<file path="config.mk">
export PLATFORM = sky130hd
export DESIGN_NAME = vga_layer_renderer
export DESIGN_NICKNAME = d
export VERILOG_FILES = /design/src/rtl/vga_layer_renderer.sv
export SDC_FILE = /design/constraint.sdc
export NUM_CORES = 1
export LEC_CHECK = 0
export CORE_MARGIN = 5
export CORE_UTILIZATION = 25
export CTS_CLUSTER_DIAMETER = 100
export DETAILED_ROUTE_END_ITERATION = 16
export PLACE_DENSITY = 0.53
export SYNTH_ARGS = -nofsm -noshare
export SYNTH_HDL_FRONTEND = slang
export SYNTH_SLANG_ARGS = --single-unit
</file>
<file path="constraint.sdc">
create_clock -name iVGA_CLK -period 7.6 [get_ports iVGA_CLK]
set_input_delay 1.9 -clock iVGA_CLK [delete_from_list [all_inputs] [get_ports iVGA_CLK]]
set_output_delay 1.9 -clock iVGA_CLK [all_outputs]
set_load 0.05 [all_outputs]
</file>
<file path="src/rtl/vga_layer_renderer.sv">
// Breakout pixel renderer: composites slider, ball, obstacle pads, a flashing destroyed
// brick and the brick grid. Geometry and brick state are snapshotted per frame; the pipeline has 2-cycle latency.
module vga_layer_renderer #(
  parameter int unsigned COLOR_W      = 10,
  parameter int unsigned COORD_W      = 10,
  parameter int unsigned TILE_SHIFT   = 5,
  parameter int unsigned GRID_COLS    = 20,
  parameter int unsigned GRID_ROWS    = 15,
  parameter int unsigned SLIDER_HW    = 50,
  parameter int unsigned SLIDER_HH    = 20,
  parameter int unsigned BALL_R       = 10,
  parameter int unsigned OBSA_X0      = 100,
  parameter int unsigned OBSA_Y0      = 280,
  parameter int unsigned OBSB_X0      = 500,
  parameter int unsigned OBSB_Y0      = 230,
  parameter int unsigned OBS_W        = 96,
  parameter int unsigned OBS_H        = 32,
  parameter int unsigned FLASH_FRAMES = 8
) (
  input  logic                           iVGA_CLK,
  input  logic                           iRST_n,
  input  logic [COORD_W-1:0]             iVGA_X,
  input  logic [COORD_W-1:0]             iVGA_Y,
  input  logic                           iHS,
  input  logic                           iVS,
  input  logic                           iBLANK_n,
  input  logic [COORD_W-1:0]             iSlider_x,
  input  logic [COORD_W-1:0]             iSlider_y,
  input  logic [COORD_W-1:0]             iBall_x,
  input  logic [COORD_W-1:0]             iBall_y,
  input  logic [GRID_COLS*GRID_ROWS-1:0] iState_flag,
  input  logic [1:0]                     iSlider_flag,
  output logic [COLOR_W-1:0]             oRed,
  output logic [COLOR_W-1:0]             oGreen,
  output logic [COLOR_W-1:0]             oBlue,
  output logic                           oHS,
  output logic                           oVS,
  output logic                           oBLANK_n
);

  localparam int unsigned SW     = COORD_W + 2;
  localparam int unsigned NBRICK = GRID_COLS * GRID_ROWS;
  localparam int unsigned IDX_W  = $clog2(NBRICK);
  localparam int unsigned TC_W   = COORD_W - TILE_SHIFT;
  localparam int unsigned CNT_W  = $clog2(FLASH_FRAMES + 1);

  localparam logic signed [SW-1:0] SLD_HW = SW'(SLIDER_HW);
  localparam logic signed [SW-1:0] SLD_HH = SW'(SLIDER_HH);
  localparam logic signed [SW-1:0] BALL_L = SW'(BALL_R);
  localparam logic [SW-1:0] A_X0 = SW'(OBSA_X0);
  localparam logic [SW-1:0] A_X1 = SW'(OBSA_X0 + OBS_W);
  localparam logic [SW-1:0] A_Y0 = SW'(OBSA_Y0);
  localparam logic [SW-1:0] A_Y1 = SW'(OBSA_Y0 + OBS_H);
  localparam logic [SW-1:0] B_X0 = SW'(OBSB_X0);
  localparam logic [SW-1:0] B_X1 = SW'(OBSB_X0 + OBS_W);
  localparam logic [SW-1:0] B_Y0 = SW'(OBSB_Y0);
  localparam logic [SW-1:0] B_Y1 = SW'(OBSB_Y0 + OBS_H);

  // Widened signed distance so a centre near 0 never wraps to the far screen edge.
  function automatic logic nearAxis(input logic [COORD_W-1:0] p, input logic [COORD_W-1:0] c,
                                    input logic signed [SW-1:0] lim);
    logic signed [SW-1:0] d;
    d = $signed(SW'(p)) - $signed(SW'(c));
    return (d <= lim) && (d >= -lim);
  endfunction

  function automatic logic inSpan(input logic [COORD_W-1:0] p, input logic [SW-1:0] lo,
                                  input logic [SW-1:0] hi);
    return (SW'(p) >= lo) && (SW'(p) <= hi);
  endfunction

  logic                 vsPrev;
  logic [COORD_W-1:0]   sliderX, sliderY, ballX, ballY;
  logic [1:0]           obsEn;
  logic [NBRICK-1:0]    stateSnap;
  logic [IDX_W-1:0]     flashIdx;
  logic [CNT_W-1:0]     flashCnt;

  logic                 hs1, vs1, blank1, interior1, outGrid1, sliderHit1, ballHit1, inA1, inB1;
  logic [IDX_W-1:0]     idx1;

  logic                 frameStart;
  logic [NBRICK-1:0]    cleared;
  logic [IDX_W-1:0]     clearIdx;
  logic [TC_W-1:0]      tileCol, tileRow;
  logic [COLOR_W-1:0]   pixR, pixG, pixB;

  // Lowest newly destroyed brick wins the flash.
  always_comb begin
    frameStart = !iVS && vsPrev;
    cleared    = stateSnap & ~iState_flag;
    clearIdx   = '0;
    for (int i = NBRICK - 1; i >= 0; i--) begin
      if (cleared[i]) clearIdx = IDX_W'(i);
    end
    tileCol = iVGA_X[COORD_W-1:TILE_SHIFT];
    tileRow = iVGA_Y[COORD_W-1:TILE_SHIFT];
  end

  always_comb begin
    pixR = '0;
    pixG = '0;
    pixB = '0;
    if (blank1) begin
      if (sliderHit1) begin
        pixG = COLOR_W'(8);
        pixB = COLOR_W'(8);
      end else if (ballHit1) begin
        pixR = COLOR_W'(12);
        pixG = COLOR_W'(12);
        pixB = COLOR_W'(12);
      end else if (inA1 || inB1) begin
        // Obstacle footprint masks the grid even while the pad is disabled.
        if ((inA1 && obsEn[0]) || (!inA1 && obsEn[1])) begin
          pixR = COLOR_W'(9);
          pixG = COLOR_W'(8);
          pixB = COLOR_W'(1);
        end
      end else if (!outGrid1 && interior1) begin
        if (idx1 == flashIdx && flashCnt != '0) begin
          pixR = '1;
          pixG = '1;
          pixB = '1;
        end else if (stateSnap[idx1]) begin
          pixR = COLOR_W'(15);
          pixB = COLOR_W'(7);
        end
      end
    end
  end

  always_ff @(posedge iVGA_CLK) begin
    if (!iRST_n) begin
      vsPrev     <= 1'b1;
      sliderX    <= '0;
      sliderY    <= '0;
      ballX      <= '0;
      ballY      <= '0;
      obsEn      <= '0;
      stateSnap  <= '0;
      flashIdx   <= '0;
      flashCnt   <= '0;
      hs1        <= 1'b1;
      vs1        <= 1'b1;
      blank1     <= 1'b0;
      interior1  <= 1'b0;
      outGrid1   <= 1'b0;
      sliderHit1 <= 1'b0;
      ballHit1   <= 1'b0;
      inA1       <= 1'b0;
      inB1       <= 1'b0;
      idx1       <= '0;
      oRed       <= '0;
      oGreen     <= '0;
      oBlue      <= '0;
      oHS        <= 1'b1;
      oVS        <= 1'b1;
      oBLANK_n   <= 1'b0;
    end else begin
      vsPrev <= iVS;
      if (frameStart) begin
        sliderX   <= iSlider_x;
        sliderY   <= iSlider_y;
        ballX     <= iBall_x;
        ballY     <= iBall_y;
        obsEn     <= iSlider_flag;
        stateSnap <= iState_flag;
        if (cleared != '0) begin
          flashIdx <= clearIdx;
          flashCnt <= CNT_W'(FLASH_FRAMES);
        end else if (flashCnt != '0) begin
          flashCnt <= flashCnt - CNT_W'(1);
        end
      end

      hs1        <= iHS;
      vs1        <= iVS;
      blank1     <= iBLANK_n;
      idx1       <= IDX_W'(32'(tileCol) + 32'(tileRow) * 32'(GRID_COLS));
      interior1  <= (iVGA_X[TILE_SHIFT-1:0] != '0) && (iVGA_Y[TILE_SHIFT-1:0] != '0);
      outGrid1   <= (32'(tileCol) >= GRID_COLS) || (32'(tileRow) >= GRID_ROWS);
      sliderHit1 <= nearAxis(iVGA_X, sliderX, SLD_HW) && nearAxis(iVGA_Y, sliderY, SLD_HH);
      ballHit1   <= nearAxis(iVGA_X, ballX, BALL_L) && nearAxis(iVGA_Y, ballY, BALL_L);
      inA1       <= inSpan(iVGA_X, A_X0, A_X1) && inSpan(iVGA_Y, A_Y0, A_Y1);
      inB1       <= inSpan(iVGA_X, B_X0, B_X1) && inSpan(iVGA_Y, B_Y0, B_Y1);

      oRed     <= pixR;
      oGreen   <= pixG;
      oBlue    <= pixB;
      oHS      <= hs1;
      oVS      <= vs1;
      oBLANK_n <= blank1;
    end
  end

endmodule
</file>
Word level (Yosys, flattened, before mapping)

Index checks and enable logic that the tools add are counted.
Widths: inputs -> output; s select.

Word-level logic and storage cells: 417
Output and inout bits: 33
Flip-flop bits (word level): 406

Magnitude comparators: 19
Muxes and demuxes: 323
Equality and inequality tests: 1
$add $sub $neg: 6
Multipliers: 1
Bitwise operators: 4
Reduce and logical (&&, ||, !) cells: 34

Operators with widths:

| cell                 | number |
|---|---|
| $mux 9               | 300 |
| $and 300x300->300    | 1 |
| $not 300->300        | 1 |
| $reduce_bool 300->1  | 1 |
| $mux 10              | 9 |
| $sub 10x10->11       | 4 |
| $mux 4               | 10 |
| $ge 11x5->1 const B  | 2 |
| $le 11x5->1 const B  | 2 |
| $ge 10x9->1 const B  | 2 |
| $le 10x9->1 const B  | 2 |
| $logic_and 1x1->1    | 18 |
| $ge 11x6->1 const B  | 1 |
| $ge 11x7->1 const B  | 1 |
| $le 11x6->1 const B  | 1 |
| $le 11x7->1 const B  | 1 |
| $ge 10x7->1 const B  | 1 |
| $ge 10x8->1 const B  | 1 |
| $le 10x10->1 const B | 1 |
| $le 10x8->1 const B  | 1 |
| $lt 9x10->1 const B  | 1 |
| $reduce_bool 5->1    | 2 |
| $add 5x9->9          | 1 |
| $bmux 1 s9           | 1 |
| 15 further kinds     | 23 |

Logic depth before layout (Yosys ltp)

Word-level depth: 302
Mapped depth: 14
Gate-level depth less buffers: 13

Worst setup path before layout

No wires, ideal clock.

Path type: input -> register
From: input port iVGA_X[0]
To: register sliderHit1
Path buffers: 0
Slack: 3.242 ns
Arrival time: 4.282 ns
Stages on the path: 13
Cells stage by stage: inv_1 -> ha_1 -> inv_1 -> fa_1 -> a21o_1 -> a21oi_1 -> o21bai_1 -> a2111oi_0 -> nor3_1 -> xnor2_1 -> a2111oi_0 -> mux2_2 -> a21boi_0

Longest elaborated chain between the ends: 4

RTL lines:

| what                                       | RTL line | RTL |
|---|---|---|
| start: declaration                         | 22       | `input logic [COORD_W-1:0] iVGA_X,` |
| $sub 10x10->11 (*)                         | 63       | `d = $signed(SW'(p)) - $signed(SW'(c));` |
| $le 11x7->1 or $ge 11x7->1 (tied branches) | 64       | `return (d <= lim) && (d >= -lim);` |
| $logic_and 1x1->1 (*)                      | 64       |  |
| $logic_and 1x1->1 (*)                      | 182      | `sliderHit1 <= nearAxis(iVGA_X, sliderX, SLD_HW) && nearAxis(iVGA_Y, sliderY, SLD_HH);` |
| end signal: assignment                     | 182      |  |
| end: declaration                           | 79       | `logic hs1, vs1, blank1, interior1, outGrid1, sliderHit1, ballHit1, inA1, inB1;` |

Mark *: on every way between the ends. The rest lies on a longest branch, timed or not.
A chain may end at the register's enable or synchronous reset.

Worst setup path after layout

From: input port iState_flag[179]
To: register flashCnt[2]

Longest elaborated chain between the ends: 5

RTL lines:

| what                        | RTL line | RTL |
|---|---|---|
| start: declaration          | 31       | `input logic [GRID_COLS*GRID_ROWS-1:0] iState_flag,` |
| $not 300->300 (*)           | 91       | `cleared = stateSnap & ~iState_flag;` |
| $and 300x300->300 (*)       | 91       |  |
| $reduce_bool 300->1 (*)     | 168      | `if (cleared != '0) begin` |
| $reduce_bool 2->1 (no line) | n/a      |  |
| $reduce_and 2->1 (no line)  | n/a      |  |
| end signal: assignment      | 170      | `flashCnt <= CNT_W'(FLASH_FRAMES);` |
| end signal: assignment      | 172      | `flashCnt <= flashCnt - CNT_W'(1);` |
| end: declaration            | 77       | `logic [CNT_W-1:0] flashCnt;` |

Marked as above.

==> flow_metrics.env <==
export IMPL_vias_per_cell=4.997
export IMPL_synthCells=3252
export IMPL_grt_pass1_wl_mm=151.5
export IMPL_drt_wl_total_mm=104.1
export IMPL_ctsLongestPathBuffers=3
export IMPL_worstPathCellList="clkdlybuf4s50_1, nor2b_1, a2111oi_0, nand4b_1, nor4_2, nand4_4, nor2_4, nand2_2, or4_1, a21oi_1"
export IMPL_syn_nets=3675
export IMPL_status="completed"
export IMPL_yosysTopAreaCell="dfxtp_1"
export IMPL_yosys_area_top_type_share_pct=31.47
export IMPL_post_route_min_period_ns=4.971
export IMPL_first_pass_iters=7
export IMPL_post_cts_buffers=0
export IMPL_cts_hold_buffers=0
export IMPL_num_fill_cells=10440
export IMPL_start_kind="primary input"
export IMPL_synthArstFlopShare_pct=0
export IMPL_endpoint_kind="flop"
export IMPL_clkTransAtPathRegs_ns=0.06
export IMPL_cts_tree="done"
export IMPL_portBuffers=399
export IMPL_final_hold_viol_count=0
export IMPL_dp_cells=4788
export IMPL_die_area_mm2=0.1043
export IMPL_cts_resized=0
export IMPL_drc=0
export IMPL_switchingPower_uw=2046
export IMPL_avgSynthCellArea_um2=7.531
export IMPL_max_stage_delay_ns=1.09
export IMPL_nNetsFinal=3988
export IMPL_rsz0062_at_grt="no"
export IMPL_grt_overflow=0
export IMPL_wire_per_inst_um=21.28
export IMPL_worst_slew_pin_slew_ns=1.320
export IMPL_finalCritPeriodShare_pct=65.41
export IMPL_skew_ns=0.03271
export IMPL_multi_input_comb_area_mm2=0.01567
export IMPL_synthFlopType="dfxtp_1"
export IMPL_critPathRequiredTime_ns=8.17
export IMPL_synth_commonest_cells="nand2_1, a21oi_1, dfxtp_1"
export IMPL_antenna_found_initial=18
export IMPL_coreArea_mm2=0.09699
export IMPL_stdcell_count=4893
export IMPL_floorplan_initialDensity_pct=25.25
export IMPL_peakVddDrop_mv=0.1640
export IMPL_drv_slew=0
export IMPL_cpLargestDelayFamily="simple AND/OR/NAND/NOR gates"
export IMPL_hold_class="reg -> reg"
export IMPL_die_w_um=323
export IMPL_hpwl_mm=79.00
export IMPL_clock_root_buffer="clkbuf_16"
export IMPL_internal_power_uw=4511
export IMPL_critPathBufInv=1
export IMPL_sequentialPowerShare_pct=34.0
export IMPL_netlist_top_cells_area="dfxtp_1, nand2_1, a21oi_1, mux4_2, nor2b_1"
export IMPL_die_height_um=323
export IMPL_synth_edf_count=0
export IMPL_via_count=24450
export IMPL_p_leak_uw=0.01166
export IMPL_pwr_density_cell_mw_per_mm2=207.6
export IMPL_path_max_fanout=5
export IMPL_setup_tns_ns=0
export IMPL_clk_latency_ns=0.66
export IMPL_power_frac_clock_pct=43.1
export IMPL_synth_seq_area_share_pct=31.47
export IMPL_cap_violations=0
export IMPL_criticalPathCategory="in -> reg"
export IMPL_stdcell_area_mm2=0.03158
export IMPL_ant_nets=0
export IMPL_placed_area_mm2=0.02961
export IMPL_area_delta_synth_final_pct=28.95
export IMPL_grt_usage_pct=19.03
export IMPL_clock_sinks=385
export IMPL_netlist_area_mm2=0.02449
export IMPL_first_global_vias=23650
export IMPL_sw_frac_of_total_pct=31.21
export IMPL_ff_latch_area_mm2=0.007715
export IMPL_setup_violations=0
export IMPL_maxSlewHeadroom_pct=12.00
export IMPL_synth_ff_latch_count=385
export IMPL_gp_congestion=0.8728
export IMPL_ys_types=96
export IMPL_cp_data_arrival_time_ns=5.54
export IMPL_io_pins=400
export IMPL_drt_iter0_markers=1659
export IMPL_ys_warnings_count=0
export IMPL_row_count=114
export IMPL_max_freq_mhz=201.2
export IMPL_grt_max_degree=194
export IMPL_combPwrFrac_pct=22.8
export IMPL_htreeDepth=2
export IMPL_yosysMostFrequentCell="nand2_1"
export IMPL_final_layout_size_suffix_gt1_share_pct=7.097
export IMPL_numCtsBuffers=51
export IMPL_cpMaxStageDelayCell="a2111oi_0"
==> area by class of cell <==
| class | count | share of cell area (%) |
|---|---|---|
| Inverter | 94 | 1.141 |
| Antenna cell | 10 | 0.07923 |
| Tap cell | 1276 | 5.055 |
| Multi-Input combinational cell | 2604 | 49.61 |
| Clock buffer | 62 | 4.362 |
| Sequential cell | 385 | 24.43 |
| Clock inverter | 33 | 1.799 |
| Timing Repair Buffer | 429 | 13.53 |
==> per-layer routing <==
layer / global-route usage [%] / up-vias / wire length, µm
li1: - / 12030 / -
met3: 3.923 / 113 / 6650
met2: 32.00 / 592 / 49020
met4: 4.960 / 14 / 2302
met5: 0 / - / 97
met1: 25.01 / 11710 / 46080
==> metrics by stage <==
step                util, %  worst slack (ns)  hold slack (ns)  power (µW)
floorplan                 -             3.242           0.3863        3099
global placement      30.52             1.577           0.3920        3773
detailed placement    30.53             1.901           0.4122        3780
CTS                   32.54             2.649           0.4275        6659
global route          32.54             2.439           0.4544        6864
finish                32.56             2.629           0.4250        6557
==> power by group through the flow <==
stage                     clock network, µW  registers (µW)  logic, µW
final                                  2830            2230       1500
after global routing                   2990            2250       1630
after CTS                              2920            2230       1510
after detailed placement                  0            2280       1500
after global placement                    0            2270       1500
after floorplan                           0            2240        862
==> worst register-to-register path: stages, from the launching register on <==
cell      delay (ns)
dfxtp_4         0.89
buf_4           0.51
nor2b_2         0.85
a221oi_1        0.22
o21ai_0         0.20
nand3_1         0.28
nand3b_1        0.18
a311oi_1        0.18
o31ai_1         0.62
nor2b_1         0.24
a21oi_1         0.12
==> flip-flops by register name, indices dropped and copies added, names as in the netlist, 2 cells and up <==
signal,flops
oRed,5
ballY,10
flashCnt,4
sliderY,10
stateSnap,300
ballX,10
oGreen,3
obsEn,2
sliderX,10
idx1,9
flashIdx,9
==> cell usage in the layout (no fill, tap or decap), types with 15 or more instances in the layout <==
master / count
a211oi_1: 29
a21boi_0: 17
a21oi_1: 420
a31oi_1: 24
buf_4: 25
clkbuf_16: 51
clkdlybuf4s50_1: 399
dfxtp_1: 383
ha_1: 50
inv_1: 93
mux2i_1: 28
mux4_2: 68
nand2_1: 811
nand2b_1: 165
nand3_1: 34
nand4_1: 55
nor2_1: 136
nor2b_1: 219
nor3_1: 54
nor4_1: 46
o2111ai_1: 25
o211ai_1: 22
o21ai_0: 81
or2_2: 16
xnor2_1: 15
xor2_1: 19
==> worst paths after layout <==
check | depth (start not counted) | slack, ns | start | end
hold / removal | 1 | 0.42 | hs1 | oHS
hold reg to reg | 1 | 0.42 | hs1 | oHS
setup reg to reg | 10 | 3.16 | idx1[0] | oRed[3]
setup / recovery | 10 | 2.63 | iState_flag[179] | flashCnt[2]
==> cells by family (layout without fill, tap and decap cells) <==
kind of cell | after synthesis | after routing | synth area share [%]
compound gates | 753 | 753 | 18.55
xor+xnor | 34 | 34 | 1.216
fa+ha+maj | 56 | 56 | 3.045
buf+inv | 263 | 618 | 4.618
flops | 385 | 385 | 31.47
mux | 102 | 102 | 7.734
other cells | 0 | 10 | 0
simple gates | 1659 | 1659 | 33.37
Power figures use the tool's default switching activity.
